==> src/rtl/placar_comparador_pkg.sv <==
// placar_comparador_pkg: shared state encoding, defaults and one-hot check
package placar_comparador_pkg;
    localparam int CNT_W_DEF    = 8;
    localparam int STREAK_N_DEF = 3;

    typedef enum logic [1:0] {
        OCIOSO   = 2'd0,
        CONTANDO = 2'd1,
        SATURADO = 2'd2
    } estado_t;

    function automatic logic one_hot3(input logic [2:0] f);
        return (f == 3'b001) || (f == 3'b010) || (f == 3'b100);
    endfunction
endpackage

==> src/rtl/placar_comparador_if.sv <==
// placar_comparador_if: comparator result strobe in, statistics out
interface placar_comparador_if #(parameter int CNT_W = 8);
    logic             valid_in;
    logic             maior;
    logic             menor;
    logic             igual;
    logic             limpar;
    logic [CNT_W-1:0] cnt_maior;
    logic [CNT_W-1:0] cnt_menor;
    logic [CNT_W-1:0] cnt_igual;
    logic [CNT_W-1:0] total;
    logic             sequencia;
    logic             saturado;
    logic             erro;
    logic             ativo;

    modport master (
        output valid_in, maior, menor, igual, limpar,
        input  cnt_maior, cnt_menor, cnt_igual, total, sequencia, saturado, erro, ativo
    );
    modport slave (
        input  valid_in, maior, menor, igual, limpar,
        output cnt_maior, cnt_menor, cnt_igual, total, sequencia, saturado, erro, ativo
    );
endinterface

==> src/rtl/placar_comparador_contador_sat.sv <==
// contador_sat: saturating up-counter with sync clear, enable and at_max flag
module contador_sat #(
    parameter int W = 8
) (
    input  logic         clk,
    input  logic         rst_n,
    input  logic         clr,
    input  logic         en,
    output logic [W-1:0] q,
    output logic         at_max
);
    assign at_max = &q;

    // count up on enable, hold at all-ones, clear has priority
    always_ff @(posedge clk or negedge rst_n)
        if (!rst_n)
            q <= '0;
        else if (clr)
            q <= '0;
        else if (en && !at_max)
            q <= q + 1'b1;
endmodule

==> src/rtl/placar_comparador.sv <==
// placar_comparador: scoreboard of comparator outcomes with streak, saturation and error tracking
module placar_comparador
    import placar_comparador_pkg::*;
#(
    parameter int CNT_W    = CNT_W_DEF,
    parameter int STREAK_N = STREAK_N_DEF
) (
    input logic                 clk,
    input logic                 rst_n,
    placar_comparador_if.slave  bus
);
    localparam int RW = $clog2(STREAK_N + 1);
    localparam logic [CNT_W-1:0] MAX     = '1;
    localparam logic [CNT_W-1:0] QUASE   = MAX - CNT_W'(1);
    localparam logic [RW-1:0]    RUN_MAX = RW'(STREAK_N);

    estado_t       estado;
    logic [RW-1:0] run;
    logic [RW-1:0] run_nx;
    logic [2:0]    flags;
    logic          valido;
    logic          aceita;
    logic          invalido;
    logic          cheio;
    logic          max_maior, max_menor, max_igual, max_total;

    assign flags    = {bus.maior, bus.menor, bus.igual};
    assign valido   = one_hot3(flags);
    assign cheio    = max_maior | max_menor | max_igual | max_total;
    assign aceita   = bus.valid_in && valido && (estado != SATURADO) && !cheio;
    assign invalido = bus.valid_in && !valido;

    // next igual run length for an accepted sample, saturating at STREAK_N
    always_comb
        run_nx = !aceita ? run : !bus.igual ? '0 : (run == RUN_MAX) ? run : run + 1'b1;

    contador_sat #(.W(CNT_W)) u_maior (.clk(clk), .rst_n(rst_n), .clr(bus.limpar),
        .en(aceita && bus.maior), .q(bus.cnt_maior), .at_max(max_maior));
    contador_sat #(.W(CNT_W)) u_menor (.clk(clk), .rst_n(rst_n), .clr(bus.limpar),
        .en(aceita && bus.menor), .q(bus.cnt_menor), .at_max(max_menor));
    contador_sat #(.W(CNT_W)) u_igual (.clk(clk), .rst_n(rst_n), .clr(bus.limpar),
        .en(aceita && bus.igual), .q(bus.cnt_igual), .at_max(max_igual));
    contador_sat #(.W(CNT_W)) u_total (.clk(clk), .rst_n(rst_n), .clr(bus.limpar),
        .en(aceita), .q(bus.total), .at_max(max_total));

    // state machine, streak and sticky error; total hits max first so it alone decides saturation
    always_ff @(posedge clk or negedge rst_n)
        if (!rst_n) begin
            estado        <= OCIOSO;
            run           <= '0;
            bus.sequencia <= 1'b0;
            bus.saturado  <= 1'b0;
            bus.erro      <= 1'b0;
            bus.ativo     <= 1'b0;
        end else if (bus.limpar) begin
            estado        <= OCIOSO;
            run           <= '0;
            bus.sequencia <= 1'b0;
            bus.saturado  <= 1'b0;
            bus.erro      <= 1'b0;
            bus.ativo     <= 1'b0;
        end else begin
            if (invalido)
                bus.erro <= 1'b1;
            if (invalido && estado != SATURADO) begin
                run           <= '0;
                bus.sequencia <= 1'b0;
            end else if (aceita) begin
                run           <= run_nx;
                bus.sequencia <= (run_nx == RUN_MAX);
                estado        <= (bus.total == QUASE) ? SATURADO : CONTANDO;
                bus.saturado  <= (bus.total == QUASE);
                bus.ativo     <= (bus.total != QUASE);
            end
        end
endmodule

==> src/flat_wrapper.sv <==
// flat-port wrapper written by rule: the top's interface ports become plain ports
module placar_comparador_flat import placar_comparador_pkg::*;
#(
    parameter int CNT_W    = CNT_W_DEF,
    parameter int STREAK_N = STREAK_N_DEF
)
  (clk, rst_n, bus_valid_in, bus_maior, bus_menor, bus_igual, bus_limpar, bus_cnt_maior, bus_cnt_menor, bus_cnt_igual, bus_total, bus_sequencia, bus_saturado, bus_erro, bus_ativo);
  placar_comparador_if #(.CNT_W(CNT_W)) bus_i ();
  input logic clk;
  input logic rst_n;
  input wire logic [$bits(bus_i.valid_in)-1:0] bus_valid_in;
  input wire logic [$bits(bus_i.maior)-1:0] bus_maior;
  input wire logic [$bits(bus_i.menor)-1:0] bus_menor;
  input wire logic [$bits(bus_i.igual)-1:0] bus_igual;
  input wire logic [$bits(bus_i.limpar)-1:0] bus_limpar;
  output wire logic [$bits(bus_i.cnt_maior)-1:0] bus_cnt_maior;
  output wire logic [$bits(bus_i.cnt_menor)-1:0] bus_cnt_menor;
  output wire logic [$bits(bus_i.cnt_igual)-1:0] bus_cnt_igual;
  output wire logic [$bits(bus_i.total)-1:0] bus_total;
  output wire logic [$bits(bus_i.sequencia)-1:0] bus_sequencia;
  output wire logic [$bits(bus_i.saturado)-1:0] bus_saturado;
  output wire logic [$bits(bus_i.erro)-1:0] bus_erro;
  output wire logic [$bits(bus_i.ativo)-1:0] bus_ativo;
  assign bus_i.valid_in = bus_valid_in;
  assign bus_i.maior = bus_maior;
  assign bus_i.menor = bus_menor;
  assign bus_i.igual = bus_igual;
  assign bus_i.limpar = bus_limpar;
  assign bus_cnt_maior = bus_i.cnt_maior;
  assign bus_cnt_menor = bus_i.cnt_menor;
  assign bus_cnt_igual = bus_i.cnt_igual;
  assign bus_total = bus_i.total;
  assign bus_sequencia = bus_i.sequencia;
  assign bus_saturado = bus_i.saturado;
  assign bus_erro = bus_i.erro;
  assign bus_ativo = bus_i.ativo;
  placar_comparador #(.CNT_W(CNT_W), .STREAK_N(STREAK_N)) u_core (.clk(clk), .rst_n(rst_n), .bus(bus_i));
endmodule
==> config.mk <==
export PLATFORM = sky130hd
export DESIGN_NAME = placar_comparador_flat
export DESIGN_NICKNAME = d
export VERILOG_FILES = /design/src/rtl/placar_comparador_pkg.sv /design/src/rtl/placar_comparador_if.sv /design/src/rtl/placar_comparador_contador_sat.sv /design/src/rtl/placar_comparador.sv /design/src/flat_wrapper.sv
export SDC_FILE = /design/constraint.sdc
export NUM_CORES = 1
export LEC_CHECK = 0
export ABC_AREA = 1
export CORE_UTILIZATION = 45
export CTS_BUF_LIST = sky130_fd_sc_hd__clkbuf_8 sky130_fd_sc_hd__clkbuf_16
export DETAILED_ROUTE_END_ITERATION = 10
export GPL_TIMING_DRIVEN = 0
export PLACE_DENSITY = 0.82
export SYNTH_ARGS = -nofsm -noshare
export SYNTH_HDL_FRONTEND = slang
export SYNTH_SLANG_ARGS = --single-unit
==> constraint.sdc <==
create_clock -name clk -period 3.1 [get_ports clk]
set_input_delay 0.775 -clock clk [delete_from_list [all_inputs] [get_ports clk]]
set_output_delay 0.775 -clock clk [all_outputs]
set_load 0.02 [all_outputs]
==> results of run 1 <==
-- final cells by class --
class | count | area [sq um] | area share [%]
sequential | 38 | 950.9 | 33.44
timing repair buffer | 42 | 415.4 | 14.61
clock inverter | 3 | 40.04 | 1.408
tap | 67 | 83.83 | 2.948
buffer | 8 | 41.29 | 1.452
multi-input combinational | 212 | 1142 | 40.17
inverter | 27 | 101.3 | 3.564
clock buffer | 5 | 68.82 | 2.420
-- flip-flops by register name, indices dropped and copies added (netlist names) --
name / count
u_core.u_igual.q: 8
u_core.u_maior.q: 8
u_core.u_menor.q: 8
u_core.u_total.q: 8
u_core.run: 2
u_core.bus.erro: 1
u_core.bus.saturado: 1
u_core.bus.sequencia: 1
u_core.estado: 1
-- cell usage in the layout (no fill, tap or decap), types with 5 or more instances in the layout --
master and instances:
nand2_1 67, nand3_1 46, clkdlybuf4s50_1 41, dfrtp_1 38, inv_1 23, nor2_1 20
nand4_1 13, xor2_1 12, nand3b_1 12, nor3_1 8, o21ai_0 8, ha_1 5
clkbuf_8 5
-- per-layer routing --
metal | vias up | GRT usage (%) | share of wire, %
met2 | 69 | 36.14 | 49
met4 | 0 | 6.318 | 1.5
met3 | 9 | 4.583 | 5.5
met1 | 971 | 28.17 | 44
li1 | 1036 | - | -
met5 | - | 0 | 0
-- worst paths after layout --
kind,slack (ns),from,end
max in group asynchronous,1.99,rst_n,u_core.bus.sequencia
worst min register to register,0.52,u_core.bus.erro,u_core.bus.erro
min in group asynchronous,0.58,rst_n,u_core.u_total.q[3]
worst max-delay path,0.77,bus_igual,u_core.u_maior.q[1]
worst min-delay path,0.52,u_core.bus.erro,u_core.bus.erro
worst max register to register,1.20,u_core.u_maior.q[0],u_core.u_maior.q[1]
-- power by group --
group	total, mW	switching (mW)	leakage [nW]	internal [mW]
clock network	0.422	0.185	0.0579	0.237
registers	0.510	0.00758	0.527	0.503
logic	0.112	0.0758	0.777	0.0363
total	1.04	0.268	1.36	0.776
-- worst max-delay path, delay by kind of cell --
kind,cells,cell delay [ns]
buf+inv,2,0.64
simple gates,7,1.11
-- metrics by stage --
stage               hold slack (ns)  setup slack (ns)  instances  utilization (%)
global route                 0.5628            0.5970        402            59.82
detailed placement           0.5095            0.4852        394            57.53
CTS                          0.5292            0.7889        402            59.82
finish                       0.5166            0.7724        402            59.82
floorplan                    0.4794             1.214        285                -
global placement             0.5127            0.3396        394            57.63
-- cells by family (layout without fill, tap and decap cells) --
logic type / count (synthesis) / in the layout / synth area share, %
xor gates and xnor gates: 15 / 15 / 5.876
buffers and inverters: 35 / 85 / 6.379
adders and majority gates: 5 / 5 / 2.798
DFF: 38 / 38 / 42.53
AOI/OAI and AO/OA: 13 / 13 / 3.302
and+or+nand+nor: 179 / 179 / 39.12
==> results_dict.tcl, run 1 <==
set metrics [dict create \
    vias 2085 \
    cp_common_cell "nor2_4" \
    clock-root-buffer "clkbuf_8" \
    ys_top_cells_by_count "nand2_1, nand3_1, dfrtp_1, inv_1, nor2_1" \
    io_pins 43 \
    routedWlPerCell_um 12.77 \
    async_flop_share_pct 100.0 \
    grt_pass1_wl_mm 8.735 \
    setup_viol 0 \
    synth-edff-count 0 \
    p_leak_nw 1.362 \
    grt_overflow 0 \
    synthDistinctLibCells 27 \
    maxCapViolCount 0 \
    hp-class "flip-flop to flip-flop" \
    finalPower_mw 1.045 \
    cp_cell_sequence "clkdlybuf4s50_1 -> nor3_1 -> nor2_2 -> nor2_4 -> nand2_4 -> nor2_4 -> inv_2 -> nand3_1 -> nand2_1" \
    slew_violations 0 \
    grt_use_total_pct 21.60 \
    tns_ns 0 \
    syn_area_sq_um 2236 \
    drive_above_1_share_pct 9.254 \
    nFillCells 433 \
    worst_path_max_delay_cell "clkdlybuf4s50_1" \
    postSynthAreaPerCell_sq_um 7.845 \
    hold_depth 1 \
    die_w_um 72.49 \
    p_per_area_nw_per_um2 367.3 \
    grt_max_degree 39 \
    cp.required_ns 3.28 \
    critPathArrivalTime_ns 2.51 \
    synthCells 285 \
    worst_clock_skew_ns 0.007717 \
    max_slew_margin_pct 44.08 \
    yosysTopAreaCell "dfrtp_1" \
    routabilityCongestion 0.8451 \
    period_minus_slack_ns 2.328 \
    critPathMaxFanout 9 \
    clkTransAtPathRegs_ns 0.08 \
    clk_latency_ns 0.30 \
    postSynth.topFlopCell "dfrtp_1" \
    portBuffers 42 \
    placeableCoreArea_sq_um 4755 \
    die_h_um 72.49 \
    rsz0062_at_grt "false" \
    clock-sinks 38 \
    start_util_pct 47.03 \
    cts_hold_buf 0 \
    hpwlAfterDp_mm 3.628 \
    synth_most_common_cell "nand2_1" \
    row_count 25 \
    tightest_slew_ns 0.8388 \
    finalCritPeriodShare_pct 75.08 \
    dpl_cell_area_sq_um 2735 \
    area_growth_syn_to_layout_pct 27.20 \
    die_area_sq_um 5255 \
    cts_tree "built" \
    outcome "completed" \
    synth.ff_latch_count 38 \
    yosysSeqAreaShare_pct 42.53 \
    postRouteAntennaNets 0 \
    max_stage_delay_ns 0.51 \
    grt_antenna_before_repair 0 \
    synthTopCellsByArea "dfrtp_1, nand2_1, nand3_1" \
    crit_type "input port to flip-flop" \
    clk_path_buf_depth 2 \
    yosysWarnings 0 \
    hold_violations 0 \
    cp-start-kind "input port" \
    grt_pass1_vias 1899 \
    fmax_mhz 429.6 \
    cts_setup_buffers 0 \
    drc_errors 0 \
    nNetsFinal 346 \
    cts-resized-gates 0 \
    drt_wl_total_mm 5.133 \
    vias_per_cell 5.187 \
    rr_worst_depth 11 \
    syn_nets 297 \
    irDropWorstVdd_mv 0.1492 \
    cts-htree-levels 2 \
    cp-end-kind "flip-flop" \
    fin_area_sq_um 2844 \
    antenna_cells 0 \
    drt-initial-drc-count 148 \
    drt-pass1-iter-count 4 \
    cts_buffers 5 \
    synth_top_area_share_pct 42.53 \
]
Power figures use the tool's default switching activity.
==> run 2, diff against run 1 <==
clock period = 2.2 ns   (was 3.1 ns; I/O delays follow)
==> run 2 against run 1 <==
Design area increased by 1.5%. Clock-buffer cell count did not move. Via count increased by 1.4%. Cell count grew 1.2%. Worst hold slack worse by 0.17 ns. Die area stayed put. Core utilization is 0.89 points higher. Critical endpoint is now u_core.u_igual.q[2]. Largest power group unchanged.
==> results_dict.tcl, run 2 (synthesis gave the netlist of run 1 again) <==
set metrics [dict create \
    die_w_um 72.49 \
    clkTransAtPathRegs_ns 0.08 \
    finalPower_mw 1.480 \
    routabilityCongestion 0.8451 \
    clock-root-buffer "clkbuf_8" \
    io_pins 43 \
    cts_tree "built" \
    fmax_mhz 487.1 \
    crit_end "u_core.u_igual.q[2]" \
    hold_violations 0 \
    rr_worst_depth 11 \
    finalCritPeriodShare_pct 93.32 \
    drt-pass1-iter-count 4 \
    portBuffers 42 \
    drive_above_1_share_pct 10.88 \
    start_util_pct 47.03 \
    rsz0062_at_grt "false" \
    grt_antenna_before_repair 0 \
    max_slew_margin_pct 44.30 \
    clk_path_buf_depth 2 \
    final_cells 407 \
    setup_viol 0 \
    combPwrFrac_pct 11.2 \
    critPathArrivalTime_ns 2.24 \
    drt-initial-drc-count 130 \
    placeableCoreArea_sq_um 4755 \
    clk_latency_ns 0.30 \
    dp_cells 394 \
    swShare_pct 25.75 \
    startpoint "bus_igual" \
    clock_power_share_pct 40.2 \
    cp-end-kind "flip-flop" \
    r2r-end "u_core.u_igual.q[2]" \
    hpwlAfterDp_mm 3.628 \
    p_per_area_nw_per_um2 512.7 \
    routedWlPerCell_um 12.87 \
    grt_pass1_wl_mm 8.735 \
    grt_overflow 0 \
    antenna_cells 0 \
    vias_per_cell 5.197 \
    worst_clock_skew_ns 0.006954 \
    clock-sinks 38 \
    p_leak_nw 1.389 \
    drt_wl_total_mm 5.237 \
    area_growth_syn_to_layout_pct 29.10 \
    period_minus_slack_ns 2.053 \
    grt_pass1_vias 1899 \
    postRouteAntennaNets 0 \
    final_common_cell "nand2_1" \
    power_switching_mw 0.3811 \
    vias 2115 \
    cts-htree-levels 2 \
    maxCapViolCount 0 \
    rr_startpoint "u_core.u_maior.q[0]" \
    outcome "completed" \
    tightest_slew_ns 0.8355 \
    final_cell_mix "nand2_1, nand3_1, clkdlybuf4s50_1" \
    cp.required_ns 2.39 \
    crit_type "input port to flip-flop" \
    nNetsFinal 351 \
    r2r_slack_ns 0.30 \
    nFillCells 427 \
    die_h_um 72.49 \
    final_util_pct 60.71 \
    irDropWorstVdd_mv 0.2103 \
    cts_hold_buf 0 \
    cp-start-kind "input port" \
    hp-class "input port to asynchronous set/reset pin" \
    die_area_sq_um 5255 \
    cts_buffers 5 \
    intPower_mw 1.099 \
    fin_area_sq_um 2887 \
    seqPwrFrac_pct 48.6 \
    row_count 25 \
    grt_max_degree 39 \
    drc_errors 0 \
    dpl_cell_area_sq_um 2735 \
    critPathMaxFanout 9 \
    grt_use_total_pct 21.60 \
    slew_violations 0 \
]
[run 2: cell types whose count changed in the layout (fill, tap and decap cells not counted), sizes merged]
cell / delta
buf: +5
[run 2: how the worst min path moves through the flow]
stage | start | end
4_1_cts | rst_n | u_core.u_total.q[3]
6_report | rst_n | u_core.u_total.q[3]
3_5_place_dp | u_core.bus.erro | u_core.bus.erro
5_1_grt | rst_n | u_core.u_maior.q[7]
2_1_floorplan | rst_n | u_core.bus.erro
3_3_place_gp | u_core.bus.erro | u_core.bus.erro
[run 2: cell type report]
type / instances / area, sq um / share of cell area [%]
clock inverters: 3 / 40.04 / 1.387
well taps: 67 / 83.83 / 2.904
flip-flops and latches: 38 / 950.9 / 32.94
clock buffers: 5 / 68.82 / 2.384
repair buffers: 47 / 452.9 / 15.69
plain buffers: 8 / 41.29 / 1.430
inverters: 27 / 101.3 / 3.511
multi-input cells: 212 / 1147 / 39.75
[run 2: repair_timing]
action,4_1_cts,5_1_grt
setup buffers,0,5
gates resized for setup,0,1
endpoints found under the setup margin,0,24
[run 2: metrics by stage]
step | setup WS [ns] | setup TNS [ns] | hold slack (ns)
final | 0.1470 | 0 | 0.3493
after global routing | 0.02140 | 0 | 0.4412
after CTS | 0.1139 | 0 | 0.3928
after detailed placement | -0.1898 | -4.555 | 0.5095
after global placement | -0.3354 | -15.63 | 0.5127
after floorplan | 0.4955 | 0 | 0.2544
[run 2: critical path, cell delays in order]
cell and delay, ns:
clkdlybuf4s50_1 0.60, nor2_1 0.08, nor2_1 0.17, nor2_2 0.07
nor2_4 0.15, nand2_4 0.12, nor2_4 0.22, inv_2 0.12
nand3_1 0.08, nand2_1 0.07
[run 2: power by group through the flow]
stage                     logic, mW  registers, mW  clock network, mW
after floorplan              0.0774          0.743                  0
after global placement        0.156          0.733                  0
after detailed placement      0.159          0.733                  0
after CTS                     0.160          0.719              0.604
after global routing          0.183          0.721              0.632
final                         0.165          0.719              0.595
[run 2: metal layers]
| metal | up-vias | GRT usage (%) | wire length [um] |
|---|---|---|---|
| li1 | 1050 | - | - |
| met1 | 979 | 28.17 | 2311 |
| met2 | 77 | 36.14 | 2531 |
| met3 | 9 | 4.583 | 321 |
| met4 | 0 | 6.318 | 72 |
| met5 | - | 0 | 0 |
==> run 3, diff against run 2 <==
CELL_PAD_IN_SITES_DETAIL_PLACEMENT = 1   (was unset)
CELL_PAD_IN_SITES_GLOBAL_PLACEMENT = 1   (was unset)
CORE_UTILIZATION = 38   (was 45)
PLACE_DENSITY = 0.91   (was 0.82)
==> run 3 against run 2 <==
Register-to-register slack lost 0.02 ns. Fmax shrank 2.4%. Clock power shrank 18%. Cell count grew 1.2%. Critical path type unchanged. Largest power group unchanged. Non-clock buffer count grew 2. Largest cell class unchanged.
==> results_dict.tcl, run 3 (synthesis gave the netlist of run 1 again) <==
set metrics [dict create \
    cts_tree "built" \
    worst_clock_skew_ns 0.009593 \
    cts_buffers 5 \
    cp_common_cell "nand2_1" \
    placeableCoreArea_sq_um 5574 \
    maxCapViolCount 0 \
    tns_ns 0 \
    grt_overflow 0 \
    area_growth_syn_to_layout_pct 29.10 \
    portBuffers 42 \
    die_w_um 78.71 \
    postRouteAntennaNets 0 \
    vias_per_cell 5.316 \
    grt_pass1_vias 2128 \
    grt_use_total_pct 21.41 \
    cp-end-kind "flip-flop" \
    post-place-ws_ns -0.3061 \
    finalPower_mw 1.381 \
    crit_family "simple AND/OR/NAND/NOR gates" \
    rr_startpoint "u_core.u_total.q[0]" \
    clk_path_buf_depth 2 \
    slew_violations 0 \
    dpl_cell_area_sq_um 2741 \
    final_common_cell "nand2_1" \
    antenna_cells 0 \
    grt_antenna_before_repair 0 \
    cts-htree-levels 2 \
    cp.required_ns 2.42 \
    cts_hold_buf 0 \
    drt-initial-drc-count 103 \
    finalCritPeriodShare_pct 95.61 \
    nFillCells 710 \
    p_per_area_nw_per_um2 478.4 \
    hp-class "input port to asynchronous set/reset pin" \
    clk_latency_ns 0.29 \
    io_pins 43 \
    clock-root-buffer "clkbuf_8" \
    p_leak_nw 1.393 \
    row_count 27 \
    hpwlAfterDp_mm 4.462 \
    drc_errors 0 \
    drt-pass1-iter-count 4 \
    routabilityCongestion 0.7969 \
    startpoint "bus_menor" \
    irDropWorstVdd_mv 0.2291 \
    start_util_pct 40.11 \
    clkTransAtPathRegs_ns 0.08 \
    drt_wl_total_mm 6.308 \
    vias 2190 \
    grt_max_degree 39 \
    routedWlPerCell_um 15.31 \
    grt_pass1_wl_mm 10.39 \
    max_slew_margin_pct 41.11 \
    dp_cells 399 \
    final_cells 412 \
    outcome "completed" \
    worst_path_max_delay_cell "clkdlybuf4s50_1" \
    setup_viol 0 \
    hold_violations 0 \
    fin_area_sq_um 2887 \
    path_buf_inv 2 \
    cp_cell_sequence "clkdlybuf4s50_1 -> nand2_1 -> nand2_1 -> nor2_2 -> nor2_2 -> nor2_4 -> nand2_4 -> nor2_4 -> buf_4 -> nand3b_1 -> nand2_1" \
    die_area_sq_um 6194 \
    critPathArrivalTime_ns 2.33 \
    period_minus_slack_ns 2.103 \
    nNetsFinal 353 \
    fmax_mhz 475.4 \
    max_stage_delay_ns 0.53 \
    die_h_um 78.71 \
    fin_ws_ns 0.09664 \
    drive_above_1_share_pct 11.18 \
    crit_type "input port to flip-flop" \
    clock-sinks 38 \
    final_cell_mix "nand2_1, nand3_1, clkdlybuf4s50_1" \
    tightest_slew_ns 0.8833 \
    critPathMaxFanout 7 \
    cp-start-kind "input port" \
]
[run 3: worst paths after layout]
check | slack [ns] | cells after the start | to
max | 0.1 | 11 | u_core.u_menor.q[6]
min | 0.37 | 1 | u_core.u_total.q[2]
max reg2reg | 0.28 | 11 | u_core.u_menor.q[6]
min reg2reg | 0.50 | 1 | u_core.bus.erro
max in group asynchronous | 1.26 | 1 | u_core.bus.erro
min in group clk | 0.50 | 1 | u_core.bus.erro
[run 3: cell type report]
class,instances,area (sq um),area share (%)
sequential,38,950.9,32.94
multi-input combinational,212,1150,39.84
timing repair buffer,49,470.5,16.30
buffer,8,41.29,1.430
clock buffer,6,82.58,2.861
tap,72,90.09,3.121
inverter,27,101.3,3.511
[run 3: worst register-to-register path, cell delays in order (launching register included)]
cell and delay (ns):
dfrtp_1 0.42, ha_1 0.23, inv_1 0.13, nor2_1 0.09, nand2_1 0.09, nand2_1 0.09, nor2_4 0.13, nand2_4 0.12
nor2_4 0.22, buf_4 0.15, nand3b_1 0.08, nand2_1 0.10
[run 3: metrics by stage]
step / hold WS [ns] / util, %
floorplan: 0.2544 / -
global placement: 0.4871 / 49.27
detailed placement: 0.4907 / 49.18
CTS: 0.4040 / 50.66
global route: 0.4512 / 51.78
finish: 0.3726 / 51.78
[run 3: repair_timing]
action,CTS,global route
endpoints found under the setup margin,0,24
buffers inserted,0,7
gates resized for setup,0,3
[run 3: report_power, final]
part | switching (mW) | internal, mW | total, mW | leakage (nW)
Clock | 0.244 | 0.242 | 0.486 | 0.0431
Sequential | 0.0114 | 0.709 | 0.720 | 0.527
Combinational | 0.116 | 0.0585 | 0.174 | 0.823
[run 3: per-layer routing]
metal	wire [um]	global-route usage, %	vias up
met5	0	0	-
li1	-	-	1048
met1	2928	27.94	1082
met2	3071	36.61	53
met4	72	6.296	0
met3	235	3.103	7
